==> src/rtl/fetch_ctrl.sv <==
// Instruction fetch controller: fetch PC plus a 2-entry {pc, instr} buffer feeding decode.
// Optional stall counter output is compiled in when FETCH_PERF_EN is defined.
module fetch_ctrl #(
  parameter logic [31:0] RESET_PC = 32'h0000_0000
) (
  input  logic        clk,
  input  logic        rst_n,
  output logic [31:0] imem_addr,
  input  logic [31:0] imem_instr,
  input  logic        redirect_valid,
  input  logic [31:0] redirect_pc,
  output logic        if_valid,
  input  logic        if_ready,
  output logic [31:0] if_pc,
  output logic [31:0] if_instr
`ifdef FETCH_PERF_EN
  ,
  output logic [31:0] stall_cnt
`endif
);

  typedef enum logic [1:0] {
    EMPTY = 2'd0,
    ONE   = 2'd1,
    FULL  = 2'd2
  } count_e;

  count_e      r_state, w_state_next;
  logic [31:0] r_fpc, w_fpc_next;
  logic [31:0] r_pc    [2];
  logic [31:0] r_instr [2];
  logic        w_pop, w_push, w_wr_slot;
  logic [1:0]  w_unused_rpc;

  assign w_unused_rpc = redirect_pc[1:0];

  always_comb begin
    w_pop        = (r_state != EMPTY) && if_ready;
    w_push       = !redirect_valid && ((r_state != FULL) || w_pop);
    // Tail slot after any pop this edge: count - pop.
    w_wr_slot    = (r_state == FULL) || ((r_state == ONE) && !w_pop);
    w_state_next = r_state;
    w_fpc_next   = r_fpc;
    if (redirect_valid) begin
      w_state_next = EMPTY;
      w_fpc_next   = {redirect_pc[31:2], 2'b00};
    end else begin
      if (w_push) w_fpc_next = r_fpc + 32'd4;
      case (r_state)
        EMPTY: if (w_push) w_state_next = ONE;
        ONE: begin
          if (w_push && !w_pop)      w_state_next = FULL;
          else if (w_pop && !w_push) w_state_next = EMPTY;
        end
        FULL:    if (w_pop && !w_push) w_state_next = ONE;
        default: w_state_next = EMPTY;
      endcase
    end
  end

  always_ff @(posedge clk) begin
    if (!rst_n) begin
      r_state <= EMPTY;
      r_fpc   <= RESET_PC;
    end else begin
      r_state <= w_state_next;
      r_fpc   <= w_fpc_next;
    end
  end

  // Slot 0 is always the head; a pop shifts slot 1 down unless slot 0 is refilled.
  for (genvar gi = 0; gi < 2; gi++) begin : g_slot
    always_ff @(posedge clk) begin
      if (!rst_n) begin
        r_pc[gi]    <= 32'h0;
        r_instr[gi] <= 32'h0;
      end else if (!redirect_valid) begin
        if (w_push && (w_wr_slot == 1'(gi))) begin
          r_pc[gi]    <= r_fpc;
          r_instr[gi] <= imem_instr;
        end else if ((gi == 0) && w_pop) begin
          r_pc[gi]    <= r_pc[1];
          r_instr[gi] <= r_instr[1];
        end
      end
    end
  end

  assign imem_addr = r_fpc;
  assign if_valid  = (r_state != EMPTY);
  assign if_pc     = if_valid ? r_pc[0]    : 32'h0;
  assign if_instr  = if_valid ? r_instr[0] : 32'h0;

`ifdef FETCH_PERF_EN
  logic [31:0] r_stall_cnt;

  always_ff @(posedge clk) begin
    if (!rst_n) begin
      r_stall_cnt <= 32'h0;
    end else if (if_valid && !if_ready && (r_stall_cnt != 32'hFFFF_FFFF)) begin
      r_stall_cnt <= r_stall_cnt + 32'd1;
    end
  end

  assign stall_cnt = r_stall_cnt;
`endif

endmodule
==> config.mk <==
export PLATFORM = sky130hd
export DESIGN_NAME = fetch_ctrl
export DESIGN_NICKNAME = d
export VERILOG_FILES = /design/src/rtl/fetch_ctrl.sv
export SDC_FILE = /design/constraint.sdc
export NUM_CORES = 1
export LEC_CHECK = 0
export CORE_MARGIN = 1
export CORE_UTILIZATION = 50
export CTS_BUF_LIST = sky130_fd_sc_hd__clkbuf_8
export DETAILED_ROUTE_END_ITERATION = 7
export MAX_ROUTING_LAYER = met4
export PLACE_DENSITY = 0.8
export SLEW_MARGIN = 10
export SYNTH_ARGS = -nofsm -noshare
export SYNTH_HDL_FRONTEND = slang
export SYNTH_SLANG_ARGS = --single-unit
==> constraint.sdc <==
create_clock -name clk -period 18.9 [get_ports clk]
set_input_delay 3.78 -clock clk [delete_from_list [all_inputs] [get_ports clk]]
set_output_delay 3.78 -clock clk [all_outputs]
set_load 0.01 [all_outputs]
==> impl_results.md, run 1 <==
- Outcome: finished clean
- Area grow syn2layout: 29.90%
- RSZ-0062 raised after global routing: no
- Final WS setup: ~13000 ps
- Max cap viols: 0
- CTS root buf: clkbuf_8
- Main flop type after synthesis: edfxtp_1
- Most frequent cells in the layout: clkdlybuf4s50_1 (158), edfxtp_1 (124), nor2b_1 (65)
- Global-route wire length before repair: between 20000 and 25000 um
- Max-Slew Margin vs Limit: 0.2970
- Yosys Warn Count: 0
- Power density cells: 79.64 nW/um2
- Initial antenna violation count: 0
- Yosys cell types: 44
- Top sig layer: met4
- Smallest hold slack: 538.6 ps
- Syn Std Cell Area: slightly above 7000 um2
- CTS Sinks: roughly 160
- Commonest non-fill, non-tap cell in the layout: clkdlybuf4s50_1
- Asr flop ratio synth: 0
- Place WS: ~12000 ps
- Final TNS setup: 0 ps
- Post-CTS sizing: 0
- Register area share after synthesis: 0.6192
- Startpoint types: primary input
- N_diodes: 0
- CTS buffer count: 17
- CP Max Fanout: slightly above 60
- Leak pwr: 3.242 nW
- CP max stage delay: 880 ps
- Routed WL per cell: between 15 and 20 um
- Total track usage: 0.2203
- Chip width: between 100 and 150 um
- Slowest cell on crit path: clkinv_1
- Final net count: approximately 790
- Grt total ovfl: 0
- Final Max Tran Viols: 0
- Via density: between 5 and 6
- Most used cell, CP: buf_4
- Core area: 13830 um2
- Worst-Margin Slew: ~1000 ps
- M1 WL: about 6800 um
- Crit path DAT: ~6300 ps
- CTS tree: yes
- Mapped Cells: around 580
- DRT Pass-1 Iters: 5
- Util after Layout: 0.6621
- Peak supply drop: 0.03557 mV
- Remaining DRCs: 0
- Synthesized flop and latch total: 156
- CTS Hold Bufs: 0
- Site Rows: 43
- Port Buf Inserts: around 160
- Worst Setup End Kind: flop
- Clk pin slew, worst setup/hold paths: 80 ps
- Crit path kind: in -> reg
- Skew final: 11.25 ps
- GPL Wtd Cong: 0.8338
- Ratio of cells with drive above 1 in the final layout: 0.06557
- Ports: about 170
- Final count of negative-setup-slack endpoints: 0
- Min-Delay Path Class: reg -> reg
- Number of global-route vias before repair: ~4800
- Initial Util: 0.5097
- DIE HEIGHT: between 100 and 150 um
- Largest net degree at the start of global routing: between 60 and 70
- Peak Freq: 162.2 MHz
- # Post-CTS Setup Buffers: 0
- Req. time, crit path: around 19000 ps
- Vias after detailed routing: 5181
- 1st-iter DRT viols: 431
- Met2 WL: ~7600 um
- DP Wirelength: just under 10000 um
- Hold Fails Final Rpt: 0
- Htree depth: 4
- Routed Antenna Nets: 0
- Die area: 14570 um2
- Clk_lat worst skew: approximately 430 ps
- EDFF count, synth: roughly 120
- Min Tclk post-route: about 6200 ps
- Period utilization: 0.3262
- Crit-path cells: clkdlybuf4s50_1, buf_4, clkinv_1, o21ai_0, nand2_2, buf_4
- Final wirelength: between 15000 and 20000 um
- Mean Syn Cell Area: 12.19 um2
- Maximum root-to-sink buffer count: 2
- Met3 Wirelength: 789 um
## worst max-delay path, delay by kind of cell
family / cells / cell delay [ps]
buf+inv: 4 / 1960
simple gates: 1 / 70
compound gates: 1 / 380
## power breakdown
group          leakage [nW]  switching, mW  total (mW)  internal (mW)
sequential             1.59         0.0145       0.407          0.393
combinational          1.44         0.0362      0.0781         0.0419
clock                 0.213          0.117       0.244          0.127
## cell type report
type	instances	area, um2
clock buffers	20	275.3
flip-flops and latches	156	4364
multi-input cells	374	2525
clock inverters	12	116.4
well taps	180	225.2
fillers	1038	4672
repair buffers	164	1627
inverters	6	22.52
## registers in the layout, indices dropped and copies added, names as in the netlist
signal	count
r_pc	60
r_state	2
r_instr	64
imem_addr	30
## cell families (layout without fill, tap and decap cells)
logic type      Yosys count  in the layout  share of synthesized area
flops                   156            156                     0.6192
xor+xnor                 11             11                    0.01367
other cells               1              4                  0.0005321
simple gates            225            225                     0.1953
buf+inv                  51            202                    0.02965
compound gates          133            133                     0.1399
fa+ha+maj                 1              1                   0.001775
## synthesized netlist by cell type, types with 9 or more instances
library cell | instances | share of area
edfxtp_1 | 124 | 0.53
nor2b_1 | 65 | 0.058
a22o_1 | 62 | 0.077
and2_1 | 59 | 0.052
clkbuf_1 | 39 | 0.021
dfxtp_1 | 32 | 0.091
o21ai_0 | 27 | 0.019
nand2_1 | 17 | 0.0091
a31oi_1 | 14 | 0.012
nand3_1 | 12 | 0.0085
nor3_1 | 12 | 0.0085
nor2_1 | 9 | 0.0048
nor4_1 | 9 | 0.0080
## path summary, 6_finish.rpt
check	slack [ps]	cells past startpoint	from	end
worst max-delay path	12740	6	redirect_valid	r_instr[0][31]
worst max register to register	16320	4	imem_addr[11]	imem_addr[20]
worst min-delay path	540	1	r_instr[1][17]	r_instr[0][17]
worst min register to register	540	1	r_instr[1][17]	r_instr[0][17]
## stage by stage
| step | cell area [um2] | power [mW] | std cells |
|---|---|---|---|
| 2_1_floorplan | 7059 | 0.4484 | 581 |
| 5_1_grt | 9155 | 0.7556 | 912 |
| 3_5_place_dp | 8760 | 0.4931 | 880 |
| 4_1_cts | 9151 | 0.7343 | 912 |
| 3_3_place_gp | 8760 | 0.4898 | 880 |
| 6_report | 9155 | 0.7291 | 912 |
## routing by layer
metal	global-route usage	vias to the layer above
met5	-	-
met4	0.08179	0
met3	0.03915	18
met2	0.3552	210
met1	0.2794	2502
li1	-	2451
Note: power is estimated with default switching activity, not from simulation.
==> run 2: changes to the inputs <==
--- a/config.mk
+++ b/config.mk
@@ -6,11 +6,11 @@
 export NUM_CORES = 1
 export LEC_CHECK = 0
 export CORE_MARGIN = 1
-export CORE_UTILIZATION = 50
+export CORE_UTILIZATION = 47
 export CTS_BUF_LIST = sky130_fd_sc_hd__clkbuf_8
 export DETAILED_ROUTE_END_ITERATION = 7
 export MAX_ROUTING_LAYER = met4
-export PLACE_DENSITY = 0.8
+export PLACE_DENSITY = 0.79
 export SLEW_MARGIN = 10
 export SYNTH_ARGS = -nofsm -noshare
 export SYNTH_HDL_FRONTEND = slang
==> constraint.sdc (replaced) <==
create_clock -name clk -period 5.2 [get_ports clk]
set_input_delay 1.04 -clock clk [delete_from_list [all_inputs] [get_ports clk]]
set_output_delay 1.04 -clock clk [all_outputs]
set_load 0.01 [all_outputs]
==> run 2 against run 1 <==
Highest routed layer unchanged. Largest cell class unchanged. Flip-flop and latch count is the same. Global-route usage shrank 1.2 points. Total power grew to 3.6 times the previous value. Count of clock-buffer cells in the layout shrank 1. Utilization shrank 3.5 points. Setup slack lost 11000 ps. Critical endpoint is now r_instr[0][25]. Die area grew 6.3%.
==> impl_results.md, run 2 (synthesis results as in run 1) <==
- Outcome: finished clean
- Min-Delay Path Class: reg -> reg
- Worst Setup SP: redirect_valid
- Routed Antenna Nets: 0 (unchanged)
- Commonest non-fill, non-tap cell in the layout: clkdlybuf4s50_1
- Clk_lat worst skew: 460 ps (+30 ps)
- Via density: 5.541 (-2.5%)
- Ratio of cells with drive above 1 in the final layout: 0.06403 (-0.001541)
- Final Max Tran Viols: 0 (unchanged)
- Worst r2r src: r_state[0]
- Peak supply drop: 0.1469 mV (+310%)
- Initial Util: 0.4831 (-0.02662)
- Fillers: 1093 (+5.3%)
- DP Wirelength: 10180 um (+2.5%)
- Flop2flop setup slack: 2570 ps (-13750 ps)
- Multi-input logic area: 2521 um2 (-0.15%)
- Final net count: 790 (+0.25%)
- Period utilization: 0.6871
- Final instance area: 9153 um2 (about the same)
- Remaining DRCs: 0 (unchanged)
- HP Start: r_pc[1][12]
- Seq. cell area: 4364 um2 (unchanged)
- CTS Hold Bufs: 0 (unchanged)
- Port Buf Inserts: 158 (unchanged)
- Total track usage: 0.2086 (-0.01173)
- Leak pwr: 3.248 nW (+0.19%)
- Final TNS setup: 0 ps (unchanged)
- Reg2reg path depth: 4 (unchanged)
- Met2 WL: 7230 um (-4.6%)
- Final wirelength: 15180 um (-1.3%)
- N_diodes: 0 (unchanged)
- Skew final: 10.15 ps (-1.109 ps)
- Power density cells: 286.6 nW/um2 (+260%)
- Total power: 2.623 mW (+260%)
- DIE HEIGHT: 124.5 um (+3.1%)
- Grt total ovfl: 0 (unchanged)
- Most frequent cells in the layout: clkdlybuf4s50_1 (158), edfxtp_1 (124), nor2b_1 (65)
- CP endpoint: r_instr[0][25]
- Global-route wire length before repair: 24640 um (+2.5%)
- Largest net degree at the start of global routing: 64 (unchanged)
- CTS buffer count: 17 (unchanged)
- GPL Wtd Cong: 0.8297 (-0.49%)
- Htree depth: 4 (unchanged)
- RSZ-0062 raised after global routing: no
- Final WS setup: 1627 ps (-11110 ps)
- Area grow syn2layout: 29.86% (about the same)
- Top sig layer: met4
- Startpoint types: primary input
- Hold Fails Final Rpt: 0 (unchanged)
- Crit path kind: in -> reg
- Vias after detailed routing: 5087 (-1.8%)
- Req. time, crit path: 5350 ps (-13630 ps)
- Number of global-route vias before repair: 4887 (+2.0%)
- Peak Freq: roughly 280 MHz
- Die area: 15490 um2 (+6.3%)
- Post-CTS sizing: 0 (unchanged)
- M1 WL: 6789 um (+0.46%)
- CP Max Fanout: 46 (-26%)
- Final count of negative-setup-slack endpoints: 0 (unchanged)
- CTS tree: yes
- Placed instance area: 8780 um2 (+0.23%)
- RR Endpoint: r_pc[1][4]
- Core area: 14590 um2 (+5.5%)
- Smallest hold slack: 545.4 ps (+6.896 ps)
- # Post-CTS Setup Buffers: 0 (unchanged)
- CTS Sinks: 156 (unchanged)
- Site Rows: 44 (+2.3%)
- Largest Register: r_instr
- Ports: 165 (unchanged)
- Largest register FFs: 64 (unchanged)
- Worst-Margin Slew: 1060 ps (+12.32 ps)
- 1st-iter DRT viols: 354 (-18%)
- Met3 Wirelength: 836 um (+6.0%)
- Place WS: 1112 ps (-11190 ps)
- Initial antenna violation count: 0 (unchanged)
- Crit path DAT: 3730 ps (-2520 ps)
- Min Tclk post-route: ~3600 ps
- Maximum root-to-sink buffer count: 2 (unchanged)
- DRT Pass-1 Iters: 5 (unchanged)
- CTS root buf: clkbuf_8
- Worst Setup End Kind: flop
- Max-Slew Margin vs Limit: 0.2914 (-0.005570)
- Clk pin slew, worst setup/hold paths: 80 ps (about the same)
- Chip width: 124.5 um (+3.1%)
- Routed WL per cell: 16.53 um (-2.0%)
- Max cap viols: 0 (unchanged)
-- run 2: cell types whose count changed in the layout (fill, tap and decap cells not counted) --
cell        before  now
inv_4            4    0
inv_1            6    9
buf_4            6    8
clkinv_2         3    5
and3_2           0    1
and3_4           1    0
clkbuf_8        20   19
clkinv_4         1    0
clkinvlp_4       0    1
-- run 2: area by class of cell --
class,count,share of cell area
clock buffer,19,0.02857
timing repair buffer,166,0.1794
multi-input combinational,374,0.2755
clock inverter,13,0.01217
inverter,6,0.002461
sequential,156,0.4768
tap,184,0.02515
-- run 2: worst min-delay path by stage --
stage / endpoint / depth (start not counted) / slack (ps)
floorplan: r_state[0] / 1 / 500
global placement: r_instr[0][0] / 1 / 520
detailed placement: r_instr[0][15] / 1 / 530
CTS: r_pc[0][28] / 1 / 540
global route: r_pc[0][28] / 1 / 560
finish: r_pc[0][12] / 1 / 550
-- run 2: metrics by stage --
stage / utilization / cells
final: 0.6274 / 918
after global routing: 0.6274 / 918
after CTS: 0.6274 / 918
after detailed placement: 0.6018 / 886
after global placement: 0.6018 / 886
after floorplan: - / 581
-- run 2: critical path, cell delays in order --
cell,delay [ps]
clkdlybuf4s50_1,900
clkinv_1,150
buf_4,380
o21ai_0,190
nand2_2,670
buf_4,360
-- run 2: power by group --
group          internal (mW)  switching [mW]  leakage (nW)
Clock                  0.438           0.423         0.207
Combinational          0.153           0.132          1.45
Sequential              1.43          0.0515          1.59
Total                   2.02           0.606          3.25
-- run 2: metal layers --
| layer | global-route usage | vias to the layer above |
|---|---|---|
| met5 | - | - |
| met4 | 0.09355 | 0 |
| met3 | 0.04983 | 25 |
| met2 | 0.3204 | 200 |
| met1 | 0.2625 | 2412 |
| li1 | - | 2450 |
==> run 3: changes to the inputs <==
--- a/config.mk
+++ b/config.mk
@@ -6,11 +6,11 @@
 export NUM_CORES = 1
 export LEC_CHECK = 0
 export CORE_MARGIN = 1
-export CORE_UTILIZATION = 47
+export CORE_UTILIZATION = 50
 export CTS_BUF_LIST = sky130_fd_sc_hd__clkbuf_8
 export DETAILED_ROUTE_END_ITERATION = 7
 export MAX_ROUTING_LAYER = met4
-export PLACE_DENSITY = 0.79
+export PLACE_DENSITY = 0.8
 export SLEW_MARGIN = 10
 export SYNTH_ARGS = -nofsm -noshare
 export SYNTH_HDL_FRONTEND = slang
==> constraint.sdc (replaced) <==
create_clock -name clk -period 3.5 [get_ports clk]
set_input_delay 0.7 -clock clk [delete_from_list [all_inputs] [get_ports clk]]
set_output_delay 0.7 -clock clk [all_outputs]
set_load 0.01 [all_outputs]
==> run 3 against run 2 <==
Sequential power increased by 49%. Flip-flop and latch count did not move. Sequential share of layout area shrank 0.13 points. Die area is 5.9% lower. Count of clock-buffer cells in the layout shrank 2. Utilization up 3.6 points. Combinational power increased by 52%. Largest cell class unchanged. Largest power group unchanged.
==> impl_results.md, run 3 (synthesis results as in run 1) <==
- CTS Sinks: 156 (unchanged)
- Remaining DRCs: 0 (unchanged)
- Min Tclk post-route: around 2900 ps
- Initial antenna violation count: 0 (unchanged)
- Worst-Margin Slew: 1061 ps (+0.8842 ps)
- Global-route wire length before repair: 24750 um (+0.45%)
- Leak pwr: 3.259 nW (+0.34%)
- Final wirelength: 15520 um (+2.3%)
- Routed WL per cell: 16.92 um (+2.4%)
- Die area: 14570 um2 (-5.9%)
- Area grow syn2layout: 30.21%
- DP Wirelength: 10080 um (-1.0%)
- Port Buf Inserts: 158 (unchanged)
- 1st-iter DRT viols: 340 (-4.0%)
- Min-Delay Path Class: reg -> reg
- # Post-CTS Setup Buffers: 0 (unchanged)
- CTS root buf: clkbuf_8
- Max-Slew Margin vs Limit: 0.2908 (-0.0005910)
- Final WS setup: 645.1 ps (-981.8 ps)
- Number of global-route vias before repair: 4897 (+0.20%)
- Ratio of cells with drive above 1 in the final layout: 0.06920 (+0.005167)
- CP Max Fanout: 63 (+37%)
- Smallest hold slack: 540.4 ps (-5.097 ps)
- Worst Setup SP: r_state[0]
- Reg2reg path depth: 4 (unchanged)
- RR Endpoint: r_instr[1][15]
- N_diodes: 0 (unchanged)
- Worst hold path cell count: 1 (unchanged)
- Hold Fails Final Rpt: 0 (unchanged)
- Max cap viols: 0 (unchanged)
- Clk pin slew, worst setup/hold paths: 80 ps (about the same)
- Power density cells: 414.9 nW/um2 (+45%)
- Outcome: finished clean
- Multi-input logic area: 2525 um2 (+0.15%)
- Place WS: 283.2 ps (-828.6 ps)
- Htree depth: 4 (unchanged)
- Startpoint types: flop
- Maximum root-to-sink buffer count: 2 (unchanged)
- Seq. cell area: 4364 um2 (unchanged)
- Via density: 5.655 (+2.1%)
- Peak Freq: between 300 and 400 MHz
- Post-CTS sizing: 0 (unchanged)
- Crit path DAT: 2150 ps (-1580 ps)
- CTS Hold Bufs: 0 (unchanged)
- Final Max Tran Viols: 0 (unchanged)
- CTS buffer count: 17 (unchanged)
- Flop2flop setup slack: 980 ps (-1590 ps)
- Skew final: 12.87 ps (+2.722 ps)
- Fillers: 1025 (-6.2%)
- Ports: 165 (unchanged)
- DIE HEIGHT: 120.7 um (-3.0%)
- Routed Antenna Nets: 0 (unchanged)
- Total track usage: 0.2274 (+0.01877)
- Worst r2r src: r_state[0]
- Crit path kind: reg -> out
- Req. time, crit path: 2800 ps (-2550 ps)
- Clk_lat worst skew: 440 ps (-20 ps)
- Final count of negative-setup-slack endpoints: 0 (unchanged)
- Most frequent cells in the layout: clkdlybuf4s50_1 (158), edfxtp_1 (124), nor2b_1 (65)
- Peak supply drop: 0.1747 mV (+19%)
- CTS tree: yes
- Vias after detailed routing: 5186 (+1.9%)
- Site Rows: 43 (-2.3%)
- Period utilization: 0.8157
- Final TNS setup: 0 ps (unchanged)
- Commonest non-fill, non-tap cell in the layout: clkdlybuf4s50_1
- Initial Util: 0.5097 (+0.02662)
- Chip width: 120.7 um (-3.0%)
- Largest Register: r_instr
- Worst Setup End Kind: primary output
- RSZ-0062 raised after global routing: no
- Final net count: 793 (+0.38%)
- CP endpoint: if_pc[10]
- DRT Pass-1 Iters: 5 (unchanged)
- GPL Wtd Cong: 0.8346 (+0.59%)
- Core area: 13830 um2 (-5.2%)
- Largest net degree at the start of global routing: 64 (unchanged)
- Grt total ovfl: 0 (unchanged)
- Largest register FFs: 64 (unchanged)
## run 3: critical path, stage by stage (launching register included)
cell and delay (ps):
dfxtp_1 400, nor2_4 130, buf_4 520, nor2b_1 150, clkdlybuf4s50_1 520
## run 3: cell type report
cell class / instances / area share
Clock buffer: 17 / 0.02549
Clock inverter: 15 / 0.01145
Inverter: 6 / 0.002454
Multi-Input combinational cell: 374 / 0.2751
Sequential cell: 156 / 0.4755
Tap cell: 180 / 0.02454
Timing Repair Buffer: 169 / 0.1854
## run 3: routing by layer
metal | vias to the layer above | track usage | wire, um
li1 | 2459 | - | -
met5 | - | - | 0
met2 | 214 | 0.3624 | 7472
met1 | 2488 | 0.2888 | 6785
met3 | 25 | 0.04057 | 959
met4 | 0 | 0.09182 | 301
## run 3: how the worst min path moves through the flow
stage                    from        endpoint  slack, ps
4_1_cts        r_instr[1][31]  r_instr[0][31]        540
3_5_place_dp    r_instr[1][1]   r_instr[0][1]        530
6_report       r_instr[1][11]  r_instr[0][11]        540
5_1_grt        r_instr[1][31]  r_instr[0][31]        550
3_3_place_gp   r_instr[1][16]  r_instr[0][16]        520
2_1_floorplan      r_state[1]      r_state[0]        500
## run 3: report_power, final
group          internal (mW)  switching (mW)  total [mW]
Clock                  0.548           0.631        1.18
Sequential              2.12          0.0780        2.20
Combinational          0.234           0.198       0.432
## run 3: stage by stage
stage	instance area [um2]	cells	utilization	power, mW
final	9178	917	0.6637	3.808
after global placement	8835	885	0.6389	2.652
after CTS	9174	917	0.6635	3.830
after global routing	9178	917	0.6637	3.954
after detailed placement	8835	885	0.6389	2.671
after floorplan	7063	581	-	2.417
==> edit (settings of run 2) <==
Build with the macro `FETCH_PERF_EN` defined.
--- a/src/rtl/fetch_ctrl.sv
+++ b/src/rtl/fetch_ctrl.sv
@@ -1,4 +1,6 @@
 // Instruction fetch controller: fetch PC plus a 2-entry {pc, instr} buffer feeding decode.
 // Optional stall counter output is compiled in when FETCH_PERF_EN is defined.
+`define FETCH_PERF_EN
+
 module fetch_ctrl #(
   parameter logic [31:0] RESET_PC = 32'h0000_0000
Formal check against the unedited RTL (old outputs only; new: stall_cnt): equivalent (Yosys induction, for registers that start in step).
==> edit against run 2 <==
Critical path depth down 2. Sequential cell count up 32. Maximum frequency up 5.5%. Worst setup slack better by 0.19 ns. Area after synthesis up 22%. Sequential power up 16%. Design area up 21%. Final cell count up 27%. Total power up 14%. Routed wire length up 31%. Critical path type is now flip-flop to output port.
==> edit: results (changes against run 2) <==
status: finished, final reports clean (unchanged)
Post-Syn Area: 8589 um2 (was 7048 um2)
DP Cell Count: 1134 (was 886)
clk root buf: clkbuf_8 (unchanged)
R2R setup slack: 2.68 ns (was 2.57 ns)
sequential area share after synthesis: 58.27% (was 61.92%)
first-pass GRT wire length: 31020 um (was 24640 um)
maximum vdd drop: 0.0001478 V (was 0.0001469 V)
Post-synth top flop: edfxtp_1 (unchanged)
crit path to: if_pc[26] (was r_instr[0][25])
slowest stage delay, CP: 0.51 ns (was 0.90 ns)
Worst Hold Slack: 0.5093 ns (was 0.5454 ns)
post-synthesis cell type count: 48 (was 44)
mean routed wirelength per cell: 17.10 um (was 16.53 um)
vias per cell: 5.593 (was 5.541)
share of cells above drive strength 1: 5.977% (was 6.403%)
port bufs: 190 (was 158)
Final period util: 65.15% (was 68.71%)
worst reg2reg path depth: 7 (was 4)
Worst R2R End: stall_cnt[3] (was r_pc[1][4])
maximum fanout along the worst path: 53 (was 46)
Setup crit start: r_state[0] (was redirect_valid)
final wirelength: 19940 um (was 15180 um)
crit path launch type: flip-flop (was input pin)
CP Data Arrival Time: 2.35 ns (was 3.73 ns)
min-delay src: stall_cnt[28] (was r_pc[1][12])
# nets final: 994 (was 790)
Critical-path top delay cell: buf_4 (was clkdlybuf4s50_1)
largest cells by area after synthesis: edfxtp_1 (43%), dfxtp_1 (15%), a22o_1 (6.3%), nor2b_1 (4.7%), and2_1 (4.4%) (was edfxtp_1 (53%), dfxtp_1 (9.1%), a22o_1 (7.7%), nor2b_1 (5.8%), and2_1 (5.2%))
Post-synth top cells: edfxtp_1 (124), nor2b_1 (65), dfxtp_1 (64), a22o_1 (62), and2_1 (61) (was edfxtp_1 (124), nor2b_1 (65), a22o_1 (62), and2_1 (59), clkbuf_1 (39))
H-tree levels: 4 (unchanged)
Filler cells: 1504 (was 1093)
placed wire-length estimate: 13310 um (was 10180 um)
LEAKAGE: 3.773 nW (was 3.248 nW)
GR Util All Layers: 22.14% (was 20.86%)
largest net degree at the start of global routing: 63 (was 64)
Placement Cell Area: 10670 um2 (was 8780 um2)
WHS Path Cells: 2 (was 1)
deepest clock path buffer count: 2 (unchanged)
relative slew slack: 33.09% (was 29.14%)
Place WS: 1.528 ns (was 1.112 ns)
synthesized instance count: 757 (was 578)
Placer Congestion: 0.8096 (was 0.8297)
Clock Skews: 0.01615 ns (was 0.01015 ns)
worst reg2reg startpoint: stall_cnt[0] (was r_state[0])
Hold EP: stall_cnt[28] (was r_pc[0][12])
DRT iter0 DRCs: 369 (was 354)
1st-pass router iterations: 4 (was 5)
## edit: changes by cell type in the layout (fill, tap and decap cells not counted), sizes merged, moves of 14 or more
cell | run 2 | this run
a21oi | 7 | 52
clkdlybuf4s50 | 158 | 190
dfxtp | 32 | 64
nand4 | 9 | 24
a31oi | 14 | 0
nor2 | 9 | 23
o31ai | 6 | 20
## edit: power breakdown
| part | total (mW) | internal, mW | switching, mW |
|---|---|---|---|
| logic | 0.291 | 0.153 | 0.138 |
| clock network | 0.970 | 0.443 | 0.526 |
| registers | 1.72 | 1.67 | 0.0483 |
| total | 2.98 | 2.27 | 0.712 |
## edit: cell type report
class                      count  area, um2  share of cell area, %
timing repair buffer         202       2004                  18.12
sequential                   188       5005                  45.24
clock inverter                14      147.6                  1.335
inverter                       8      30.03                 0.2715
clock buffer                  18      247.7                  2.240
multi-input combinational    507       3341                  30.20
tap                          229      286.5                  2.590
## edit: worst max-delay path, delay by kind of cell, from the launching register on
kind | cells | cell delay, ns
AND/OR/NAND/NOR | 2 | 0.46
buffers and inverters | 2 | 1.02
flip-flops | 1 | 0.40
## edit: cells by family after synthesis
| logic type | after synthesis | share of synthesized area [%] |
|---|---|---|
| buffers and inverters | 65 | 3.452 |
| AO/OA/AOI/OAI | 177 | 13.93 |
| XOR/XNOR | 31 | 3.161 |
| other | 1 | 0.04366 |
| flip-flops | 188 | 58.27 |
| adder cells (fa/ha/maj) | 2 | 0.2913 |
| multiplexers | 2 | 0.2476 |
| AND/OR/NAND/NOR | 291 | 20.61 |
## edit: routing by layer
metal	global-route usage, %	part of all wire [%]
met1	27.91	44
met2	35.49	48
met3	5.188	6.8
met4	6.593	1.3
met5	-	0
